--- src/rtl/seq_shift_add_mult_pkg.sv ---
// Shared definitions for the sequential shift-and-add multiplier:
// FSM state encoding and the default operand width.
package seq_shift_add_mult_pkg;

    // Operand width used when the instantiating level does not override it.
    localparam int DEFAULT_WIDTH = 4;

    // Controller states; encodings are fixed so they match the lab datapath docs.
    typedef enum logic [1:0] {
        S_IDLE = 2'd0,
        S_CALC = 2'd1,
        S_DONE = 2'd2
    } state_t;

endpackage

--- src/rtl/seq_shift_add_mult_rca.sv ---
// N-bit ripple-carry adder: a chain of full adders, carry rippling from bit 0
// upwards. Parameterized form of the 4-bit lab adder.
module rca_n #(
    parameter int N = 4
) (
    input  logic [N-1:0] a,
    input  logic [N-1:0] b,
    input  logic         cin,
    output logic [N-1:0] s,
    output logic         cout
);

    logic [N:0] carry;

    assign carry[0] = cin;

    // One full adder per bit; carry[i+1] is the majority of the three inputs.
    for (genvar i = 0; i < N; i++) begin : g_fa
        assign s[i]       = a[i] ^ b[i] ^ carry[i];
        assign carry[i+1] = (a[i] & b[i]) | (a[i] & carry[i]) | (b[i] & carry[i]);
    end

    assign cout = carry[N];

endmodule

--- src/rtl/seq_shift_add_mult.sv ---
// Sequential unsigned WIDTH x WIDTH multiplier using shift-and-add.
// One partial product is added per cycle through rca_n; the {A,Q} pair is
// then shifted right one place. The result is latched into product on the
// final step and held until the next accepted start.
import seq_shift_add_mult_pkg::*;

module seq_shift_add_mult #(
    parameter int WIDTH = DEFAULT_WIDTH
) (
    input  logic                 clk,
    input  logic                 rst_n,
    input  logic                 start,
    input  logic [WIDTH-1:0]     a,
    input  logic [WIDTH-1:0]     b,
    output logic                 busy,
    output logic                 done,
    output logic [2*WIDTH-1:0]   product
);

    localparam int CW = $clog2(WIDTH + 1);

    state_t              state;
    state_t              state_nxt;

    // The carry bit A[WIDTH] is always zero after a shift (the adder carry
    // lands in A[WIDTH-1]), so only the low WIDTH bits of A are stored.
    logic [WIDTH-1:0]    m;
    logic [WIDTH-1:0]    acc;
    logic [WIDTH-1:0]    q;
    logic [CW-1:0]       count;

    logic [WIDTH-1:0]    addend;
    logic [WIDTH-1:0]    sum;
    logic                cout;
    logic                last_step;

    // Partial product selection: add the multiplicand only when Q[0] is set.
    always_comb begin
        addend    = q[0] ? m : '0;
        last_step = (count == CW'(WIDTH - 1));
    end

    rca_n #(.N(WIDTH)) u_rca (
        .a    (acc),
        .b    (addend),
        .cin  (1'b0),
        .s    (sum),
        .cout (cout)
    );

    // Next-state logic for IDLE -> CALC -> DONE -> IDLE.
    always_comb begin
        state_nxt = state;
        case (state)
            S_IDLE:  if (start) state_nxt = S_CALC;
            S_CALC:  if (last_step) state_nxt = S_DONE;
            S_DONE:  state_nxt = S_IDLE;
            default: state_nxt = S_IDLE;
        endcase
    end

    // State register; busy/done are registered from the next state so they
    // have no combinational path from any input.
    always_ff @(posedge clk) begin
        if (!rst_n) begin
            state <= S_IDLE;
            busy  <= 1'b0;
            done  <= 1'b0;
        end else begin
            state <= state_nxt;
            busy  <= (state_nxt != S_IDLE);
            done  <= (state_nxt == S_DONE);
        end
    end

    // Datapath: operand capture in IDLE, add-and-shift in CALC, result latch on the last step.
    always_ff @(posedge clk) begin
        if (!rst_n) begin
            m       <= '0;
            acc     <= '0;
            q       <= '0;
            count   <= '0;
            product <= '0;
        end else begin
            case (state)
                S_IDLE: begin
                    if (start) begin
                        m     <= a;
                        q     <= b;
                        acc   <= '0;
                        count <= '0;
                    end
                end
                S_CALC: begin
                    acc   <= {cout, sum[WIDTH-1:1]};
                    q     <= {sum[0], q[WIDTH-1:1]};
                    count <= count + CW'(1);
                    if (last_step) begin
                        product <= {cout, sum, q[WIDTH-1:1]};
                    end
                end
                default: ;
            endcase
        end
    end

endmodule

--- config.mk ---
export PLATFORM = sky130hd
export DESIGN_NAME = seq_shift_add_mult
export DESIGN_NICKNAME = d
export VERILOG_FILES = /design/src/rtl/seq_shift_add_mult_pkg.sv /design/src/rtl/seq_shift_add_mult_rca.sv /design/src/rtl/seq_shift_add_mult.sv
export SDC_FILE = /design/constraint.sdc
export NUM_CORES = 1
export LEC_CHECK = 0
export CORE_UTILIZATION = 50
export DETAILED_ROUTE_END_ITERATION = 7
export GPL_TIMING_DRIVEN = 0
export PLACE_DENSITY = 0.85
export SLEW_MARGIN = 10
export SYNTH_ARGS = -nofsm -noshare
export SYNTH_HDL_FRONTEND = slang
export SYNTH_HIERARCHICAL = 1
export SYNTH_SLANG_ARGS = --single-unit
--- constraint.sdc ---
create_clock -name clk -period 2.6 [get_ports clk]
set_clock_uncertainty 0.05 [all_clocks]
set_input_delay 0.52 -clock clk [delete_from_list [all_inputs] [get_ports clk]]
set_output_delay 0.52 -clock clk [all_outputs]
set_load 0.02 [all_outputs]
## After elaboration in Yosys (flattened, before gate mapping)

Index checks and enable logic that the tools add are counted.

- Multiplexer cells: 10
- Bitwise gates (word level): 23
- Reductions and logical operators: 6
- Eq/ne operators: 4
- Add/sub/neg operators: 1

Operator list:

| kind | count |
|---|---|
| 4-bit case mux with 2 select lines | 2 |
| 4-bit 2-to-1 mux | 3 |
| 1-bit AND | 10 |
| 1-bit XOR | 7 |
| 1-bit OR | 6 |
| 3-bit case mux with 2 select lines | 1 |
| 2-bit AND reduction | 3 |
| 2-bit 2-to-1 mux | 2 |
| 2-bit case mux with 2 select lines | 1 |
| 2-bit nonzero test | 2 |
| 3-bit by 1-bit adder with 3-bit output (second input constant) | 1 |
| 3-bit by 2-bit equality test with 1-bit output (second input constant) | 1 |
| 3-bit 2-to-1 mux | 1 |
| 2-bit by 1-bit equality test with 1-bit output (second input constant) | 1 |
| 2-bit equality test (second input constant) | 1 |
| 2-bit logical NOT | 1 |
| 2-bit inequality test (second input constant) | 1 |

- Bits in registers: 27
- Output and inout bits: 10
- Bits of input ports: 11
- Logic and storage cells: 52

## Longest topological paths before layout

Gate-level depths: netlist of run 1.

- Depth after elaboration: 12
- Mapped depth: 11
- Depth with buffers taken out: 11

## Hierarchy

The synthesis of run 1 kept the hierarchy.

By module, submodules not included:

| module | area an instance (um2) | cells each | seq. area each (um2) | instances |
|---|---|---|---|---|
| seq_shift_add_mult | 1116.1 | 118 | 540.5 | 1 |
| rca_n | 117.6 | 14 | 0.0 | 1 |

## Worst setup path before layout of run 1

No wires, ideal clock.

- Path type: register to register
- Start: register q[0]
- End: register acc[2]
- Stages on the path, launching flop included: 12
- Arrival time: 2.118 ns
- Required time: 2.485 ns
- Buffers on the path: 0
- Period minus slack after synthesis: 2.233 ns
- Library setup time: 0.065 ns
- Setup slack: 0.367 ns
- Cells stage by stage: dfxtp_1 -> and2_1 -> inv_1 -> fa_1 -> inv_1 -> fa_1 -> fa_1 -> inv_1 -> fa_1 -> inv_1 -> a22oi_1 -> nor2b_1

- Cells in the longest elaborated chain, start to end: 10
- Elaborated cells between the ends (all ways): 15
- Classes of those cells: 2 x mux; 13 x bitwise

RTL lines:

| item | RTL line | text |
|---|---|---|
| start, declared | seq_shift_add_mult.sv:29 | `logic [WIDTH-1:0] q;` |
| start signal, assigned | seq_shift_add_mult.sv:96 | `q <= {sum[0], q[WIDTH-1:1]};` |
| 4-bit 2-to-1 mux * | seq_shift_add_mult.sv:39 | `addend = q[0] ? m : '0;` |
| net addend[0] | seq_shift_add_mult.sv:32 | `logic [WIDTH-1:0] addend;` |
| 1-bit AND * | seq_shift_add_mult_rca.sv:20 | `assign carry[i+1] = (a[i] & b[i]) \| (a[i] & carry[i]) \| (b[i] & carry[i]);` |
| 1-bit AND | seq_shift_add_mult_rca.sv:20 |  |
| 1-bit OR | seq_shift_add_mult_rca.sv:20 |  |
| 1-bit OR * | seq_shift_add_mult_rca.sv:20 |  |
| 1-bit AND | seq_shift_add_mult_rca.sv:20 |  |
| 1-bit OR | seq_shift_add_mult_rca.sv:20 |  |
| 1-bit OR * | seq_shift_add_mult_rca.sv:20 |  |
| 1-bit XOR * | seq_shift_add_mult_rca.sv:19 | `assign s[i] = a[i] ^ b[i] ^ carry[i];` |
| net sum[3] | seq_shift_add_mult.sv:33 | `logic [WIDTH-1:0] sum;` |
| 4-bit case mux with 2 select lines * | seq_shift_add_mult.sv:85 | `case (state)` |
| end signal, assigned | seq_shift_add_mult.sv:95 | `acc <= {cout, sum[WIDTH-1:1]};` |
| end, declared | seq_shift_add_mult.sv:28 | `logic [WIDTH-1:0] acc;` |

The timed path passes the listed nets; every way through them passes the cells marked *.
A chain may end at the register's enable or synchronous reset.

## Worst setup path after layout of run 1

- Start: register m[0]
- End: register acc[2]

- Cells in the longest elaborated chain, start to end: 10
- Elaborated cells between the ends (all ways): 12
- Classes of those cells: 2 x mux; 10 x bitwise

RTL lines:

| item | RTL line | text |
|---|---|---|
| start, declared | seq_shift_add_mult.sv:27 | `logic [WIDTH-1:0] m;` |
| start signal, assigned | seq_shift_add_mult.sv:79 | `m <= '0;` |
| start signal, assigned | seq_shift_add_mult.sv:88 | `m <= a;` |
| 4-bit 2-to-1 mux * | seq_shift_add_mult.sv:39 |  |
| net addend[0] | seq_shift_add_mult.sv:32 |  |
| 1-bit AND * | seq_shift_add_mult_rca.sv:20 |  |
| 1-bit AND | seq_shift_add_mult_rca.sv:20 |  |
| 1-bit OR | seq_shift_add_mult_rca.sv:20 |  |
| 1-bit OR * | seq_shift_add_mult_rca.sv:20 |  |
| 1-bit AND | seq_shift_add_mult_rca.sv:20 |  |
| 1-bit OR | seq_shift_add_mult_rca.sv:20 |  |
| 1-bit OR * | seq_shift_add_mult_rca.sv:20 |  |
| 1-bit XOR * | seq_shift_add_mult_rca.sv:19 |  |
| net sum[3] | seq_shift_add_mult.sv:33 |  |
| 4-bit case mux with 2 select lines * | seq_shift_add_mult.sv:85 |  |

Marked as above.

==> results.ini, run 1 <==
[worst_setup_path]
startpoint_type = register
rr_endpoint = acc[2]$_SDFFE_PN0P_
reg2reg_slack_ns = 0.16
crit_arrival_ns = 2.66
required_ns = 2.82
endpoint_kind = register
r2r_start = m[0]$_SDFFE_PN0P_
reg2reg_depth = 11
setup.worst_path.class = reg2reg
crit_fanout = 2

[sta]
fmax_mhz = 410
fin_ws_ns = 0.161
finalCriticalPeriod_ns = 2.44
setup_tns_ns = 0
maxSlewViolCount = 0
rsz0062_at_grt = no
final_hold_viol_count = 0
fin_crit_sh_pct = 93.8
finalSetupViolCount = 0

[logic_synthesis]
yosys_warnings = 6
synth.avg_cell_area_sq_um = 9.35
synth_seq_area_share_pct = 43.8
netlist_area_sq_mm = 0.00123
syn_nets = 149
ys_types = 27
synth_seq_cells = 27
syn_inst = 132

[final_layout]
areaGrowthSynthToFinish_pct = 22.2
diodes = 0
drive_gt1_share_pct = 8.92
seqCellArea_sq_um = 542
layout.nets = 175
stdcell_count = 185
layout_commonest_cell = dfxtp_1
fillers = 179
multi_input_area_sq_um = 613
final_cell_mix = dfxtp_1, clkdlybuf4s50_1, inv_1

[die]
coreArea_sq_mm = 0.00228
die_h_microns = 51.7
die-area_sq_mm = 0.00267
start_util_pct = 54.2
pin_count = 21
fp.dieW_microns = 51.7
rows = 17

[power]
leakagePower_uw = 0.000589
powerDensity_mw_per_mm2 = 471
ir_drop_uv = 335

[detailed_routing]
drtPass1Iterations = 4
drtIter0Drc = 11
ant_nets = 0
num_vias = 951
totalWireLength_mm = 2.32
drc = 0
wl_per_cell_microns = 12.6
via_per_inst = 5.14

[clock_network]
cts_buffers = 3
clk_path_buf_depth = 2
cts_tree = built
cts_root_buffer = clkbuf_4
cts_sinks = 27
clk_pin_slew_ns = 0.15
insertion_delay_ns = 0.32
cts_htree_levels = 1

[global_route]
grt_use_total_pct = 19.4
grt_start_max_net_pins = 17
grt_overflow_total = 0
grt_pass1_wl_mm = 3.77
antenna_found_initial = 0
grt_pass1_vias = 851

[placed_design]
place_hpwl_mm = 1.81
io_buffers = 20
post-place-ws_ns = 0.162
placed_cells = 180
routabilityCongestion = 0.760

[min_path]
hold_class = reg2reg
holdPathEnd = product[0]$_SDFFE_PN0P_
min_path_cells = 2
hp-start = product[0]$_SDFFE_PN0P_

[flow_run]
cap_violations = 0

[run_status]
outcome = finished clean

-- worst max-delay path by stage --
| stage | start | endpoint | slack (ns) | cells past startpoint |
|---|---|---|---|---|
| 3_5_place_dp | q[0]$_SDFFE_PN0P_ | product[6]$_SDFFE_PN0P_ | 0.16 | 11 |
| 3_3_place_gp | q[0]$_SDFFE_PN0P_ | acc[2]$_SDFFE_PN0P_ | 0.24 | 11 |
| 2_1_floorplan | q[0]$_SDFFE_PN0P_ | acc[2]$_SDFFE_PN0P_ | 0.37 | 11 |
| 5_1_grt | m[0]$_SDFFE_PN0P_ | acc[2]$_SDFFE_PN0P_ | 0.009 | 11 |
| 6_report | m[0]$_SDFFE_PN0P_ | acc[2]$_SDFFE_PN0P_ | 0.16 | 11 |
| 4_1_cts | q[0]$_SDFFE_PN0P_ | acc[2]$_SDFFE_PN0P_ | 0.11 | 11 |
-- layout make-up --
| class | count | share of cell area, % |
|---|---|---|
| sequential | 27 | 35.9 |
| tap | 28 | 2.32 |
| inverter | 13 | 3.24 |
| clock inverter | 1 | 0.498 |
| timing repair buffer | 21 | 13.8 |
| buffer | 6 | 2.07 |
| multi-input combinational | 86 | 40.7 |
| clock buffer | 3 | 1.49 |
-- report_power, final --
part	leakage [uW]	total, uW	internal (uW)	switching, uW
combinational	0.000355	87.2	45.0	42.2
sequential	0.000220	437	428	9.16
clock	0.0000139	186	58.8	127
-- stage by stage --
| stage | cell area [sq um] | total power, uW | hold WS [ns] | util [%] |
|---|---|---|---|---|
| after floorplan | 1230 | 496 | 0.397 | - |
| after global placement | 1470 | 526 | 0.391 | 64.5 |
| after detailed placement | 1470 | 531 | 0.398 | 64.5 |
| after CTS | 1500 | 713 | 0.418 | 65.9 |
| after global routing | 1510 | 737 | 0.443 | 66.2 |
| final | 1510 | 710 | 0.414 | 66.2 |
-- cell families after synthesis --
kind of cell	synth area share (%)
flops	43.8
simple gates	19.3
other cells	0.304
buf+inv	6.49
mux	4.87
compound gates	16.7
fa+ha+maj	8.52
-- flip-flops by register name, summed over array words and instances, names as in the netlist --
signal and flops:
count 3, m 4, state 2, q 4, busy 1, product 8, done 1, acc 4
-- metal layers --
layer	up-vias	GRT usage (%)	routed length (microns)
met5	-	0	0
met4	0	7.66	16
met3	2	2.92	90
met2	22	34.6	1180
met1	443	23.1	1040
li1	484	-	-
-- worst max-delay path: stages, from the launching register on --
cell     delay (ns)
dfxtp_1        0.34
and2_1         0.14
inv_1          0.07
fa_1           0.17
inv_1          0.05
fa_1           0.38
fa_1           0.36
inv_1          0.09
fa_1           0.41
inv_1          0.10
a22oi_1        0.09
nor2b_1        0.13
-- synthesized netlist by cell type (all sizes together) --
cell	n	share of area (%)
and2	4	2.0
buf	3	1.6
and3	2	1.0
nand3b	1	0.91
conb	1	0.30
clkbuf	3	0.91
nand3	7	2.8
o21bai	1	0.91
fa	4	6.5
inv	13	4.0
a21boi	11	6.7
and2b	1	0.81
nor2b	9	4.6
dfxtp	27	44
nand2	11	3.3
nor3b	1	1.0
a2bb2oi	1	0.71
mux2i	6	4.9
nor2	4	1.2
a21oi	4	1.6
o21ai	7	2.8
ha	2	2.0
a22oi	5	3.0
nand2b	3	1.5
o221a	1	0.91
-- timing repair --
| action | in CTS | in global routing |
|---|---|---|
| hold buffers | 0 | 0 |
| endpoints found under the setup margin | 0 | 2 |
| resized for setup | 0 | 1 |
| setup buffers | 0 | 1 |
No activity file was read; power rests on OpenSTA's default activity.
==> run 2: changes to the inputs <==
--- a/config.mk
+++ b/config.mk
@@ -12,5 +12,4 @@
 export SLEW_MARGIN = 10
 export SYNTH_ARGS = -nofsm -noshare
 export SYNTH_HDL_FRONTEND = slang
-export SYNTH_HIERARCHICAL = 1
 export SYNTH_SLANG_ARGS = --single-unit
==> results.ini, run 2 <==
[run_status]
outcome = finished clean

[sta]
rsz0062_at_grt = no
final_hold_viol_count = 0  ; unchanged
setup_tns_ns = 0  ; unchanged
finalCriticalPeriod_ns = 2.24  ; -0.199 ns
max_slew.worst_pin.slew_ns = 0.601
fin_ws_ns = 0.359  ; +0.199 ns
fin_crit_sh_pct = 86.2  ; -7.6 points
relSlewSlack_pct = 59.9
finalSetupViolCount = 0  ; unchanged
maxSlewViolCount = 0  ; unchanged
fmax_mhz = 446  ; +8.9%
whs_ns = 0.416  ; +0.00138 ns

[final_layout]
fillers = 206  ; +15%
diodes = 0  ; unchanged
largest_reg_flops = 8  ; unchanged
seqCellArea_sq_um = 541  ; -0.23%
drive_gt1_share_pct = 11.0  ; +2.0 points
layout_commonest_cell = dfxtp_1
layout.nets = 164  ; -6.3%
multi_input_area_sq_um = 537  ; -12%
areaGrowthSynthToFinish_pct = 22.2  ; about the same
top_register = product
stdcell_area_sq_mm = 0.00144  ; -4.6%
final_cell_mix = dfxtp_1, clkdlybuf4s50_1, nand2_1

[logic_synthesis]
yosys_warnings = 0  ; -6
synth_seq_area_share_pct = 46.0  ; +2.1 points
synth_area_leaders = dfxtp_1, nand2_1, fa_1
dominantRegCellSynth = dfxtp_1
post-synth-top-count-cell = dfxtp_1
yosys.area.top_type_share_pct = 46.0  ; +2.1 points
syn_inst = 122  ; -7.6%
netlist_area_sq_mm = 0.00118  ; -4.7%
synth_edf_count = 0  ; unchanged
synthTopCellsByCount = dfxtp_1, nand2_1, nand3_1
synth.largest_area_cell = dfxtp_1
synth_seq_cells = 27  ; unchanged
ys_types = 27  ; unchanged
synthArstFlopShare_pct = 0  ; unchanged
syn_nets = 139  ; -6.7%
synth.avg_cell_area_sq_um = 9.64  ; +3.1%

[global_route]
grt_use_total_pct = 20.2  ; +0.83 points
grt_start_max_net_pins = 15  ; -2
grt_overflow_total = 0  ; unchanged
antenna_found_initial = 0  ; unchanged
grt_pass1_vias = 931  ; +9.4%
grt_pass1_wl_mm = 3.82  ; +1.3%

[power]
powerDensity_mw_per_mm2 = 490  ; +4.1%
ir_drop_uv = 379  ; +13%
leakagePower_uw = 0.000533  ; -9.5%
p_total_uw = 705  ; -0.77%

[worst_setup_path]
crit_arrival_ns = 2.44  ; -0.22 ns
required_ns = 2.80  ; -0.02 ns
endpoint_kind = register
startpoint_type = register
setup.worst_path.class = reg2reg
crit_fanout = 5  ; +3

[clock_network]
ctsHoldBuffers = 0  ; unchanged
postCtsSetupRepairBufs = 0  ; unchanged
cts_resized = 0  ; unchanged
insertion_delay_ns = 0.33  ; about the same
cts_buffers = 3  ; unchanged
cts_sinks = 27  ; unchanged
cts_htree_levels = 1  ; unchanged
cts_tree = built
clk_pin_slew_ns = 0.14  ; about the same
cts_root_buffer = clkbuf_4
clk_path_buf_depth = 2  ; unchanged

[placed_design]
io_buffers = 20  ; unchanged
routabilityCongestion = 0.813  ; +6.9%
place_area_sq_mm = 0.00141  ; -3.9%
post-place-ws_ns = 0.371  ; +0.209 ns
place_hpwl_mm = 1.60  ; -12%

[detailed_routing]
drtIter0Drc = 1  ; -10
drtPass1Iterations = 2  ; -2
num_vias = 934  ; -1.8%
totalWireLength_mm = 2.13  ; -8.4%
via_per_inst = 5.37  ; +4.4%
wl_per_cell_microns = 12.2  ; -2.6%
ant_nets = 0  ; unchanged
drc = 0  ; unchanged

[die]
start_util_pct = 53.2  ; -1.0 points
die_h_microns = 50.5  ; -2.3%
rows = 17  ; unchanged
die-area_sq_mm = 0.00255  ; -4.5%
pin_count = 21  ; unchanged
fp.dieW_microns = 50.5  ; -2.3%
coreArea_sq_mm = 0.00221  ; -2.8%

[min_path]
hold_class = reg2reg

[flow_run]
cap_violations = 0  ; unchanged

[run 2: cell count changes in the layout (fill, tap and decap cells not counted), moves of 4 or more]
cell / before / now
a21boi_1: 11 / 0
nor2b_1: 9 / 0
o32ai_1: 0 / 5
a22oi_1: 5 / 0
buf_6: 0 / 4
o21ai_1: 0 / 5
nand2_1: 11 / 19
a211oi_2: 0 / 4
inv_1: 12 / 8
[run 2: area by class of cell]
class | count | area share, %
flip-flops and latches | 27 | 37.6
multi-input cells | 78 | 37.3
repair buffers | 20 | 13.9
plain buffers | 9 | 4.79
well taps | 28 | 2.44
inverters | 8 | 2.09
clock buffers | 4 | 1.83
[run 2: critical path, stage by stage, from the launching register on]
cell,delay [ns]
dfxtp_1,0.41
and2_1,0.15
ha_1,0.14
inv_1,0.05
fa_1,0.36
inv_1,0.08
fa_1,0.16
inv_1,0.05
fa_1,0.45
o32ai_1,0.27
[run 2: layer usage]
metal / global-route usage, % / share of wire (%) / up-vias
li1: - / - / 466
met1: 24.2 / 45 / 453
met2: 35.3 / 51 / 11
met3: 3.64 / 1.9 / 4
met4: 8.33 / 1.3 / 0
met5: 0 / 0 / -
[run 2: worst paths after layout]
kind / slack (ns) / to / cells past startpoint / start
hold / removal: 0.42 / product[2]$_SDFFE_PN0P_ / 2 / product[2]$_SDFFE_PN0P_
setup reg to reg: 0.36 / acc[2]$_SDFFE_PN0P_ / 9 / q[0]$_SDFFE_PN0P_
setup / recovery: 0.36 / acc[2]$_SDFFE_PN0P_ / 9 / q[0]$_SDFFE_PN0P_
hold reg to reg: 0.42 / product[2]$_SDFFE_PN0P_ / 2 / product[2]$_SDFFE_PN0P_
[run 2: cells by family after synthesis]
kind of cell | synth area share, %
compound gates | 15.5
fa+ha+maj | 8.30
buf+inv | 8.40
flops | 46.0
mux | 4.68
simple gates | 17.1
[run 2: report_power, final]
part / internal [uW] / total, uW / switching [uW] / leakage [uW]
sequential: 428 / 437 / 9.11 / 0.000220
clock: 60.2 / 182 / 122 / 0.0000150
combinational: 42.8 / 85.7 / 42.9 / 0.000298
total: 531 / 705 / 174 / 0.000533
[run 2: per-stage QoR]
stage / cells / utilization, %
after global placement: 170 / 63.8
after floorplan: 122 / -
final: 174 / 65.0
after CTS: 174 / 65.0
after global routing: 174 / 65.0
after detailed placement: 170 / 63.8
